## config.mk

```make
export PLATFORM = sky130hd
export DESIGN_NAME = c2c_r_cache
export DESIGN_NICKNAME = d
export VERILOG_FILES = /design/src/rtl/c2c_r_cache.sv
export SDC_FILE = /design/constraint.sdc
export NUM_CORES = 2
export LEC_CHECK = 0
export ABC_AREA = 1
export CAP_MARGIN = 20
export CORE_MARGIN = 4
export CORE_UTILIZATION = 47
export DETAILED_ROUTE_END_ITERATION = 8
export DONT_BUFFER_PORTS = 1
export PLACE_DENSITY_LB_ADDON = 0.25
export SETUP_SLACK_MARGIN = 0.15
export SKIP_CTS_REPAIR_TIMING = 1
export SYNTH_ARGS = -nofsm -noshare
export SYNTH_HDL_FRONTEND = slang
export SYNTH_SLANG_ARGS = --single-unit
```

## constraint.sdc

```tcl
create_clock -name clk -period 6.5 [get_ports clk]
set_input_delay 0.975 -clock clk [delete_from_list [all_inputs] [get_ports clk]]
set_output_delay 0.975 -clock clk [all_outputs]
set_load 0.01 [all_outputs]
```

## src/rtl/c2c_r_cache.sv

```systemverilog
// Direct-mapped, one-word-per-line read-only cache between the core read port and memory.
// Misses refill through a second read-protocol port; flush bulk-invalidates every line.
module c2c_r_cache #(
    parameter int unsigned XLEN  = 32,
    parameter int unsigned LINES = 64
) (
    input  logic              clk,
    input  logic              rst_n,
    input  logic              re,
    input  logic [XLEN/8-1:0] sel,
    input  logic [XLEN-1:0]   addr,
    output logic              ack,
    output logic [XLEN-1:0]   data,
    output logic              mem_re,
    output logic [XLEN/8-1:0] mem_sel,
    output logic [XLEN-1:0]   mem_addr,
    input  logic              mem_ack,
    input  logic [XLEN-1:0]   mem_data,
    input  logic              flush
);

    localparam int unsigned BYTES  = XLEN / 8;
    localparam int unsigned OFF    = $clog2(BYTES);
    localparam int unsigned IDXW   = $clog2(LINES);
    localparam int unsigned WADDRW = XLEN - OFF;
    localparam int unsigned TAGW   = WADDRW - IDXW;

    typedef enum logic [1:0] {IDLE, LOOKUP, REFILL, RESP} state_t;

    state_t              state, state_nx;
    logic [WADDRW-1:0]   req_waddr, req_waddr_nx;
    logic [XLEN-1:0]     refill_word, refill_word_nx;
    logic                flushed, flushed_nx;
    logic                ack_nx;
    logic [XLEN-1:0]     data_nx;
    logic                mem_re_nx;
    logic [BYTES-1:0]    mem_sel_nx;
    logic [XLEN-1:0]     mem_addr_nx;
    logic                line_we;

    logic [LINES-1:0]    valid;
    logic [TAGW-1:0]     tag_mem  [LINES];
    logic [XLEN-1:0]     data_mem [LINES];

    logic [IDXW-1:0]     req_idx;
    logic [TAGW-1:0]     req_tag;
    logic                hit;

    assign req_idx = req_waddr[IDXW-1:0];
    assign req_tag = req_waddr[WADDRW-1:IDXW];
    assign hit     = valid[req_idx] && (tag_mem[req_idx] == req_tag);

    // Byte selects and the byte offset never influence the returned word.
    logic unused_bits;
    assign unused_bits = ^{sel, addr[OFF-1:0]};

    // Next-state and next-output decode; every output is registered below.
    always_comb begin
        state_nx       = state;
        req_waddr_nx   = req_waddr;
        refill_word_nx = refill_word;
        flushed_nx     = flushed | flush;
        ack_nx         = 1'b0;
        data_nx        = data;
        mem_re_nx      = mem_re;
        mem_sel_nx     = mem_sel;
        mem_addr_nx    = mem_addr;
        line_we        = 1'b0;

        case (state)
            IDLE: begin
                // re is still high in the ack cycle of the previous request
                if (re && !ack) begin
                    req_waddr_nx = addr[XLEN-1:OFF];
                    state_nx     = LOOKUP;
                end
            end
            LOOKUP: begin
                if (hit) begin
                    ack_nx   = 1'b1;
                    data_nx  = data_mem[req_idx];
                    state_nx = IDLE;
                end else begin
                    mem_re_nx   = 1'b1;
                    mem_sel_nx  = '1;
                    mem_addr_nx = {req_waddr, {OFF{1'b0}}};
                    flushed_nx  = 1'b0;
                    state_nx    = REFILL;
                end
            end
            REFILL: begin
                if (mem_ack) begin
                    refill_word_nx = mem_data;
                    line_we        = !(flushed || flush);
                    mem_re_nx      = 1'b0;
                    mem_sel_nx     = '0;
                    mem_addr_nx    = '0;
                    state_nx       = RESP;
                end
            end
            RESP: begin
                ack_nx   = 1'b1;
                data_nx  = refill_word;
                state_nx = IDLE;
            end
            default: state_nx = IDLE;
        endcase
    end

    always_ff @(posedge clk or negedge rst_n) begin
        if (!rst_n) begin
            state       <= IDLE;
            req_waddr   <= '0;
            refill_word <= '0;
            flushed     <= 1'b0;
            ack         <= 1'b0;
            data        <= '0;
            mem_re      <= 1'b0;
            mem_sel     <= '0;
            mem_addr    <= '0;
        end else begin
            state       <= state_nx;
            req_waddr   <= req_waddr_nx;
            refill_word <= refill_word_nx;
            flushed     <= flushed_nx;
            ack         <= ack_nx;
            data        <= data_nx;
            mem_re      <= mem_re_nx;
            mem_sel     <= mem_sel_nx;
            mem_addr    <= mem_addr_nx;
        end
    end

    // Valid bits: flush has priority over a concurrent refill write.
    always_ff @(posedge clk or negedge rst_n) begin
        if (!rst_n) begin
            valid <= '0;
        end else if (flush) begin
            valid <= '0;
        end else if (line_we) begin
            valid[req_idx] <= 1'b1;
        end
    end

    // Tag and data arrays are qualified by valid, so they need no reset.
    always_ff @(posedge clk) begin
        if (line_we) begin
            tag_mem[req_idx]  <= req_tag;
            data_mem[req_idx] <= mem_data;
        end
    end

endmodule

```

==> qor.txt <==
Multi-input gate area: 29400 µm²
RSZ-0062 raised after global routing: false
Final TNS setup: 0 ns
Total Die Area: 321000 µm²
Die width: 567 µm
CTS sink count: 3777
Worst-path cell chain: buf_4 -> nor2_4 -> buf_4 -> nand2_4 -> inv_8 -> nand2_1 -> nand3_1 -> o21ai_0 -> nand2_1 -> nor2_1 -> nand3b_1 -> nand2_1 -> nand3_1 -> nor2_1 -> nand3_1 -> buf_4 -> nand2_2 -> inv_2 -> nand2_1 -> nand2_1
Seq pwr share: 43.1%
Main flop type after synthesis: edfxtp_1
Deepest clock path buffer count: 4
I/O pin total: 143
Final net count: 11.3k
Clk Latency, worst-skew pair: 0.91 ns
Core ar.: 310000 µm²
Initial Util: 47.4%
Critical Path Start Type: flip-flop
Synth top area cells: edfxtp_1 (73%), nand2_1 (7.6%), dfrtp_1 (3.3%)
Slew Viols, Final: 0
Sequential cell area: 112000 µm²
Reg-to-Reg End: mem_addr[9]
Final core occ: 53.1%
Max Cap Violations: 0
Layout cells sized above 1: 9.35%
All-Layer GR Usage: 28.4%
Path depth of the worst reg2reg path: 20
Count of cell types in the netlist: 46
VDD IR-drop max: 0.000367 V
Internal power: 44.7 mW
Synth area leader: edfxtp_1
Reg2reg setup slack: 1.23 ns
DR iter-0 viols: 14.1k
Via/cell ratio: 6.01
H-tree Lvls: 5
Status: completed
Worst setup margin: 1.23 ns
DP Wirelength: 242000 µm
Placed Cells incl. Taps: 15.0k
I/O Buffers: 0
Setup crit end kind: flip-flop
Final min period: 5.27 ns
Avg Cell Area, Syn: 13.2 µm²
Via count: 94.0k
Filler cell count: 25.2k
Synth warn: 0
Routability cong.: 0.834
Post-Route WL: 469000 µm
Post-Syn Instances: 11.1k
Chip height: 567 µm
NetSw: 23.1 mW
First-pass GRT wire length: 655000 µm
Flops & latches, synth: 3777
Final Instance Area: 164000 µm²
CTS tree: yes
Final period utilization: 81.1%
Sw Ratio: 34.0%
Num CTS Buffers: 368
Clock network power share: 30.3%
CP max stage delay: 0.77 ns
Total power: 67.8 mW
Wirelength per Cell: 30.0 µm
# setup viols final: 0
Dpl ws: 1.24 ns
Pwr/cell area: 413 nW/µm²
Crit Path Max Fanout: 70
Yosys top cell area share: 73.4%
Cell row count: 204
Comb pwr share: 26.6%
Crit path DAT: 6.10 ns
WP buf/inv: 5
Sequential-to-total area share from yosys stat: 76.7%
Delay-heaviest family, CP: buffers and inverters
Final Hold Viols: 0
Pre-antenna DRT Iters: 8
R2R Path Start: req_waddr[1]
Worst hold margin: 0.167 ns
Non-Filler Instances: 15.7k
Fmax: 0.190 GHz
Worst Path Required: 7.33 ns
Reg clk slew, reported paths: 0.07 ns
Static Leak: 58.6 nW
Slowest cell on crit path: inv_2
Worst-Margin Slew: 1.35 ns
CTS Root Cell: clkbuf_16
Hold WC Path Type: in -> async
Critical setup path kind: reg -> reg
Initial antenna violation count: 15
Post-Syn Area: 147000 µm²
ANT nets after route: 0
Vias in the first global route: 88.3k
Placed Instance Area: 153000 µm²
Total grt overflow: 0
Clock skew: 0.0537 ns
EDFF count, synth: 3584
Largest net degree at the start of global routing: 203
Max-slew headroom: 10.0%
Residual DRC: 0
Post-synth ARST share: 5.11%
Most used cell, CP: nand2_1
Syn-to-layout area delta: 12.1%
-- worst reg2reg max path, stage by stage, from the launching register on --
cell and delay (ns):
dfrtp_2 0.56, buf_4 0.30, nor2_4 0.27, buf_4 0.67, nand2_4 0.20, inv_8 0.50
nand2_1 0.15, nand3_1 0.13, o21ai_0 0.09, nand2_1 0.11, nor2_1 0.06, nand3b_1 0.08
nand2_1 0.06, nand3_1 0.09, nor2_1 0.07, nand3_1 0.10, buf_4 0.21, nand2_2 0.08
inv_2 0.77, nand2_1 0.55, nand2_1 0.18
-- cell usage after synthesis, types with 23 or more instances --
library cell,number
edfxtp_1,3584
nand2_1,2971
buf_1,61
a221oi_1,201
o21ai_0,561
clkbuf_1,221
o21ba_2,29
buf_6,26
buf_2,258
a22o_1,45
dfrtp_1,193
o211ai_1,193
inv_1,694
a21oi_1,141
nor2_1,815
nand4_1,225
buf_4,23
a22oi_1,257
or2_2,99
o21ai_1,58
nand3_1,331
-- how the worst max path moves through the flow --
stage                     depth (start not counted)  slack (ns)          from         endpoint
after global routing                             20        0.94  req_waddr[0]      mem_addr[9]
final                                            20        1.23  req_waddr[1]      mem_addr[9]
after global placement                           20        1.18  req_waddr[1]      mem_addr[9]
after floorplan                                   6        1.98       mem_ack  data_mem[49][0]
after detailed placement                         20        1.24  req_waddr[1]      mem_addr[9]
after CTS                                        20        1.25  req_waddr[1]      mem_addr[9]
-- power groups by stage --
stage	clock network, mW	logic, mW	registers, mW
4_1_cts	20.7	17.5	29.5
3_5_place_dp	0	17.4	30.0
6_report	20.5	18.0	29.2
5_1_grt	21.7	19.3	29.3
3_3_place_gp	0	17.3	30.0
2_1_floorplan	0	10.3	29.9
-- flip-flops by register name, indices dropped and copies added (netlist names), named ones only --
register / cells
mem_addr: 30
tag_mem: 1536
flushed: 1
data_mem: 2048
refill_word: 32
state: 1
req_waddr: 30
mem_sel: 1
valid: 64
data: 32
ack: 1
-- kinds of logic (layout without fill, tap and decap cells) --
family | after synthesis | count (layout) | share of synthesized area, %
and+or+nand+nor | 4509 | 4509 | 12.5
DFF | 3777 | 3777 | 76.7
other | 1 | 10 | 0.00256
buffers and inverters | 1293 | 1673 | 3.73
muxes | 6 | 6 | 0.0461
AOI/OAI and AO/OA | 1560 | 1560 | 7.02
-- final cells by class --
class / count / area share [%]
Clock buffer: 486 / 6.08
Antenna cell: 8 / 0.0122
Clock inverter: 177 / 0.840
Inverter: 700 / 1.61
Sequential cell: 3777 / 68.4
Timing Repair Buffer: 310 / 2.01
Multi-Input combinational cell: 6077 / 17.9
Tap cell: 4120 / 3.14
-- metal layers --
layer  share of wire, %  global-route usage [%]
met1                 38                    39.2
met2                 46                    44.7
met3                 11                    4.90
met4                5.3                    12.8
met5             0.0055                       0
-- layout by cell type, fill, tap and decap left out, types with 19 or more instances in the layout --
master     Yosys  final
o21ai_0      561    561
nor2_1       815    747
o2111ai_1     19     19
nand2_1     2971   2960
nor2_4         1     73
o211ai_1     193    193
dfrtp_1      193    167
o21ba_2       29     29
a22o_1        45     45
bufinv_16      0     19
a221oi_1     201    201
or2_2         99     99
buf_4         23    233
clkbuf_1     221     94
clkinv_1       2     69
dfrtp_2        0     25
a22oi_1      257    257
nand4_1      225    225
inv_1        694    690
edfxtp_1    3584   3584
a21oi_1      141    141
buf_12         0     76
clkinv_2       0     65
o21ai_1       58     58
nand3_1      331    330
clkbuf_16      0    377
No activity file was read; power rests on OpenSTA's default activity.
